==> config.mk <==
export PLATFORM = sky130hd
export DESIGN_NAME = fetch_unit
export DESIGN_NICKNAME = d
export VERILOG_FILES = /design/src/rtl/fetch_unit.sv
export SDC_FILE = /design/constraint.sdc
export NUM_CORES = 1
export LEC_CHECK = 0
export CAP_MARGIN = 10
export CELL_PAD_IN_SITES_DETAIL_PLACEMENT = 1
export CELL_PAD_IN_SITES_GLOBAL_PLACEMENT = 2
export CORE_ASPECT_RATIO = 0.9
export CORE_MARGIN = 2
export CORE_UTILIZATION = 28
export CTS_CLUSTER_DIAMETER = 150
export DETAILED_ROUTE_END_ITERATION = 8
export GPL_ROUTABILITY_DRIVEN = 0
export PLACE_DENSITY = 0.78
export SYNTH_ARGS = -nofsm -noshare
export SYNTH_HDL_FRONTEND = slang
export SYNTH_SLANG_ARGS = --single-unit
==> constraint.sdc <==
create_clock -name clk -period 2.4 [get_ports clk]
set_input_delay 0.36 -clock clk [delete_from_list [all_inputs] [get_ports clk]]
set_output_delay 0.36 -clock clk [all_outputs]
set_load 0.005 [all_outputs]
==> src/rtl/fetch_unit.sv <==
// rtl/fetch_unit.sv - instruction fetch front end with one-entry output slot
module fetch_unit #(
    parameter int                    DATA_WIDTH = 32,
    parameter logic [DATA_WIDTH-1:0] RESET_PC   = '0
) (
    input  logic                  clk,
    input  logic                  rst_n,
    input  logic                  en,
    input  logic                  redirect,
    input  logic [DATA_WIDTH-1:0] redirect_pc,
    output logic                  imem_req,
    output logic [DATA_WIDTH-1:0] imem_addr,
    input  logic                  imem_ready,
    input  logic                  imem_rvalid,
    input  logic [DATA_WIDTH-1:0] imem_rdata,
    output logic                  valid_f,
    output logic [DATA_WIDTH-1:0] read_data_f,
    output logic [DATA_WIDTH-1:0] PC_f,
    output logic [DATA_WIDTH-1:0] PCPlus4_f
);

    typedef enum logic {S_REQ, S_WAIT} state_t;

    state_t                  state, state_next;
    logic [DATA_WIDTH-1:0]   pc, req_pc, hold_data, hold_pc;
    logic                    drop, hold_valid;
    logic                    req_fire, consume, resp_take;

    always_ff @(posedge clk or negedge rst_n) begin
        if (!rst_n) state <= S_REQ;
        else        state <= state_next;
    end

    // A response always returns us to S_REQ, whether it is kept, dropped or
    // collides with a redirect; req_fire already excludes redirect cycles.
    always_comb begin
        state_next = state;
        case (state)
            S_REQ:   if (req_fire)    state_next = S_WAIT;
            S_WAIT:  if (imem_rvalid) state_next = S_REQ;
            default: state_next = S_REQ;
        endcase
    end

    always_comb begin
        imem_req  = rst_n && (state == S_REQ) && !redirect && (!hold_valid || en);
        imem_addr = pc;
        req_fire  = imem_req && imem_ready;
        consume   = hold_valid && en && !redirect;
        resp_take = (state == S_WAIT) && imem_rvalid && !drop && !redirect;
    end

    always_ff @(posedge clk or negedge rst_n) begin
        if (!rst_n) begin
            pc         <= RESET_PC;
            req_pc     <= '0;
            drop       <= 1'b0;
            hold_valid <= 1'b0;
            hold_data  <= '0;
            hold_pc    <= '0;
        end else begin
            if (redirect)      pc <= redirect_pc;
            else if (req_fire) pc <= pc + DATA_WIDTH'(4);

            if (req_fire) req_pc <= pc;

            // drop marks an in-flight response that belongs to a flushed path
            if (state == S_WAIT) begin
                if (imem_rvalid)   drop <= 1'b0;
                else if (redirect) drop <= 1'b1;
            end

            if (resp_take)                hold_valid <= 1'b1;
            else if (consume || redirect) hold_valid <= 1'b0;

            if (resp_take) begin
                hold_data <= imem_rdata;
                hold_pc   <= req_pc;
            end
        end
    end

    assign valid_f     = hold_valid;
    assign read_data_f = hold_data;
    assign PC_f        = hold_pc;
    assign PCPlus4_f   = hold_pc + DATA_WIDTH'(4);

    assert property (@(posedge clk) disable iff (!rst_n) (state == S_WAIT) |-> !hold_valid);

endmodule

==> impl_results.rst <==
.. list-table::
   :header-rows: 1

   * - Metric
     - Value
   * - Total number of vias
     - 5485
   * - Maximum resistive drop on vdd
     - 0.4877 mV
   * - Routed wire length
     - 21.11 mm
   * - Signed area change from the synthesized netlist to the final layout
     - 57.34%
   * - Sequential cell area fraction in the yosys report
     - 0.5361
   * - Maximum number of pins on one net before global-route repair
     - 69
   * - Final worst path period share
     - 1.091
   * - Via count of the first global-routing pass
     - 5921
   * - Floorplan core area
     - 21500 sq um
   * - Number of clock sinks
     - 131
   * - Drt initial violations
     - 229
   * - Slowest-stage cell, CP
     - sky130_fd_sc_hd__or4b_4
   * - DP Cell Count
     - 1097
   * - Skew-Pair Late Insertion Delay
     - 0.42 ns
   * - Yosys warning total
     - 0
   * - Clock tree root buffer cell
     - sky130_fd_sc_hd__clkbuf_16
   * - Crit path required time
     - 2.04 ns
   * - Diode insertion count for antenna repair
     - 0
   * - Detail-routed via count per cell
     - 4.803
   * - Die Height
     - 144.2 um
   * - Run status
     - finished, violations left
   * - Sequential Power Share
     - 0.355
   * - Clock Skews
     - 0.007609 ns
   * - Clock-pin slew of the registers on the worst-case setup and hold paths
     - 0.06 ns
   * - Highest achievable clock rate
     - 0.3821 GHz
   * - Count of input and output buffers
     - 199
   * - Sw Ratio
     - 0.2906
   * - Sum Neg Setup Slack
     - -2.581 ns
   * - #FFs+latches synth
     - 131
   * - Total routing usage reported by global routing
     - 0.1841
   * - Global-route congestion overflow total
     - 0
   * - Share of cells above drive strength 1
     - 0.2526
   * - Per-instance average area after synthesis
     - 10.51 sq um
   * - CP startpoint kind
     - register
   * - Hold Path Class
     - primary input to async pin
   * - Clock tree from TritonCTS
     - built
   * - Cell internal pwr
     - 6.708 mW
   * - Setup repair after global routing missed its margin
     - yes
   * - Total die area
     - 23040 sq um
   * - Transition time of the tightest slew-check pin
     - 0.7437 ns
   * - Syn Std Cell Area
     - 6115 sq um
   * - Hold Fails Final Rpt
     - 0
   * - Drt first pass iters
     - 4
   * - # DRC
     - 0
   * - Post-layout min period
     - 2.617 ns
   * - Initial Utilization
     - 0.2843
   * - Critical path class
     - register to output port
   * - Sw power
     - 2.747 mW
   * - Final Max Tran Viols
     - 0
   * - Number of CTS-inserted buffers
     - 17
   * - Portion of total power attributed to the clock network
     - 0.293
   * - Final #Nets
     - 911
   * - Antenna Violating Nets Remaining
     - 0
   * - Number of standard cells after synthesis
     - 582
   * - Count of cell types in the netlist
     - 43
   * - Max capacitance violation total
     - 0
   * - Maximum root-to-sink buffer count
     - 2
   * - Number of antenna violations at the first check in global routing
     - 0
   * - Worst setup margin
     - -0.2173 ns
   * - Slew headroom
     - 0.5037
   * - Endpoints failing setup
     - 18
   * - Logic pwr share
     - 0.353
   * - Synthesized net count
     - 654
   * - Largest fanout on the critical path
     - 6
   * - Stage delay of the slowest cell on the critical path
     - 0.59 ns
   * - # fillers
     - 2385
   * - Ordered list of cells on the worst path
     - buf_4 -> nand3_4 -> or4b_4 -> nor3_4 -> buf_6 -> nand3_2 -> xnor2_1 -> buf_2
   * - Arrival time of data at the critical path endpoint
     - 2.26 ns
   * - H-tree depth
     - 4
   * - Wire length of the first global-routing pass
     - 33.04 mm
   * - Failing checks
     - negative setup slack
   * - Average wire per standard cell
     - 18.49 um
   * - Pwr Density
     - 982.8 nW/um^2
   * - Placement row count
     - 51
   * - Static Leak
     - 4.319 nW
   * - Boundary Pins
     - 200
   * - Number of cells in the finished layout apart from fillers
     - 1142
   * - Die width
     - 159.8 um
   * - Detailed Place HPWL
     - 15.19 mm
   * - Critical Path End Type
     - output port
[worst max-delay path: cells and delay by family, from the launching register on]
kind | cells | cell delay [ns]
and+or+nand+nor | 4 | 0.89
xor gates and xnor gates | 1 | 0.14
DFF | 1 | 0.36
buffers and inverters | 3 | 0.44
[final cells by class]
cell class / instances / area (sq um) / share of cell area
Multi-Input combinational cell: 418 / 2854 / 0.2967
Tap cell: 291 / 364.1 / 0.03785
Clock buffer: 19 / 442.9 / 0.04604
Sequential cell: 131 / 3278 / 0.3407
Inverter: 5 / 18.77 / 0.001951
Clock inverter: 12 / 181.4 / 0.01886
Timing Repair Buffer: 266 / 2481 / 0.2579
[sequential cells by signal, indices dropped and copies added (netlist names)]
| name | flops |
|---|---|
| PC_f | 32 |
| drop | 1 |
| imem_addr | 32 |
| read_data_f | 32 |
| req_pc | 32 |
| state | 1 |
| valid_f | 1 |
[cell usage after synthesis, drive strengths merged]
| cell | n | area share |
|---|---|---|
| a21o | 1 | 0.0012 |
| a21oi | 5 | 0.0041 |
| a221o | 3 | 0.0049 |
| a22oi | 3 | 0.0037 |
| a31oi | 9 | 0.0092 |
| a32oi | 2 | 0.0029 |
| and2 | 3 | 0.0031 |
| and3 | 9 | 0.0094 |
| and4 | 6 | 0.0090 |
| buf | 14 | 0.011 |
| clkbuf | 14 | 0.0088 |
| dfrtp | 131 | 0.54 |
| ha | 2 | 0.0041 |
| inv | 5 | 0.0031 |
| mux2 | 64 | 0.12 |
| mux2i | 5 | 0.0082 |
| nand2 | 147 | 0.090 |
| nand2b | 3 | 0.0031 |
| nand3 | 28 | 0.023 |
| nand4 | 18 | 0.019 |
| nor2 | 21 | 0.013 |
| nor2b | 1 | 0.0010 |
| nor3 | 6 | 0.0068 |
| nor3b | 2 | 0.0051 |
| nor4 | 3 | 0.0080 |
| o211ai | 10 | 0.012 |
| o21ai | 25 | 0.020 |
| o21bai | 1 | 0.0012 |
| o311ai | 6 | 0.0086 |
| o31a | 2 | 0.0029 |
| or4b | 1 | 0.0023 |
| xnor2 | 23 | 0.033 |
| xor2 | 9 | 0.013 |
[metrics by stage]
stage / setup WS, ns / utilization / total power, mW / hold slack (ns) / cell area (sq um)
finish: -0.2173 / 0.4474 / 9.455 / 0.3882 / 9620
global route: -0.3435 / 0.4474 / 9.987 / 0.3709 / 9620
CTS: -0.2595 / 0.4416 / 9.516 / 0.3755 / 9497
detailed placement: -0.3219 / 0.4082 / 6.757 / 0.1813 / 8777
global placement: -0.2117 / 0.4082 / 6.610 / 0.1774 / 8777
floorplan: 0.2830 / - / 4.338 / 0.06441 / 6115
[routing by layer]
metal	track usage	up-vias	wire (um)
met4	0.07255	0	467
met3	0.04330	24	974
li1	-	2554	-
met5	0	-	0
met1	0.2303	2744	9202
met2	0.3105	163	10470
[cell usage in the layout (no fill, tap or decap), types with 8 or more instances in the layout]
master,synthesis,final
sky130_fd_sc_hd__a31oi_1,9,9
sky130_fd_sc_hd__buf_4,2,49
sky130_fd_sc_hd__dfrtp_1,131,131
sky130_fd_sc_hd__nand2_1,147,142
sky130_fd_sc_hd__nand4_1,17,17
sky130_fd_sc_hd__buf_6,0,16
sky130_fd_sc_hd__nand3_1,28,22
sky130_fd_sc_hd__and3_1,8,8
sky130_fd_sc_hd__xor2_1,9,9
sky130_fd_sc_hd__o211ai_1,10,10
sky130_fd_sc_hd__buf_2,8,18
sky130_fd_sc_hd__nor2_1,21,18
sky130_fd_sc_hd__clkbuf_16,0,17
sky130_fd_sc_hd__xnor2_1,23,16
sky130_fd_sc_hd__o21ai_0,25,25
sky130_fd_sc_hd__clkdlybuf4s50_1,0,176
sky130_fd_sc_hd__mux2_2,64,64
[power groups by stage]
stage	registers, mW	logic (mW)	clock network, mW
2_1_floorplan	3.43	0.905	0
6_report	3.35	3.33	2.77
4_1_cts	3.34	3.34	2.84
5_1_grt	3.45	3.60	2.94
3_5_place_dp	3.37	3.38	0
3_3_place_gp	3.31	3.30	0
[what timing repair did]
item / CTS / global route
hold buffers: 1 / 0
endpoints found under the setup margin: 24 / 88
pin swaps: 20 / 18
cloned: 0 / 0
hold endpoints to repair: 7 / 0
buffers inserted: 10 / 6
resized for setup: 94 / 32
[final timing paths]
check                                                from                     endpoint  slack, ns  cells past startpoint
worst max-delay path                  PC_f[3]$_DFFE_PN0P_                PCPlus4_f[31]      -0.22                      8
worst min-delay path                                rst_n  read_data_f[31]$_DFFE_PN0P_       0.39                      2
worst max register to register  imem_addr[14]$_DFFE_PN0P_    imem_addr[28]$_DFFE_PN0P_       0.45                      5
worst min register to register     req_pc[29]$_DFFE_PN0P_       req_pc[29]$_DFFE_PN0P_       0.47                      2
max in group asynchronous                           rst_n         PC_f[24]$_DFFE_PN0P_       0.41                      4
min in group clk                   req_pc[29]$_DFFE_PN0P_       req_pc[29]$_DFFE_PN0P_       0.47                      2
[cells by family after synthesis]
group / synth area share
flops: 0.5361
buf+inv: 0.02333
mux: 0.1260
fa+ha+maj: 0.004092
compound gates: 0.07141
simple gates: 0.1932
xor+xnor: 0.04584
No activity file was read; power rests on OpenSTA's default activity.
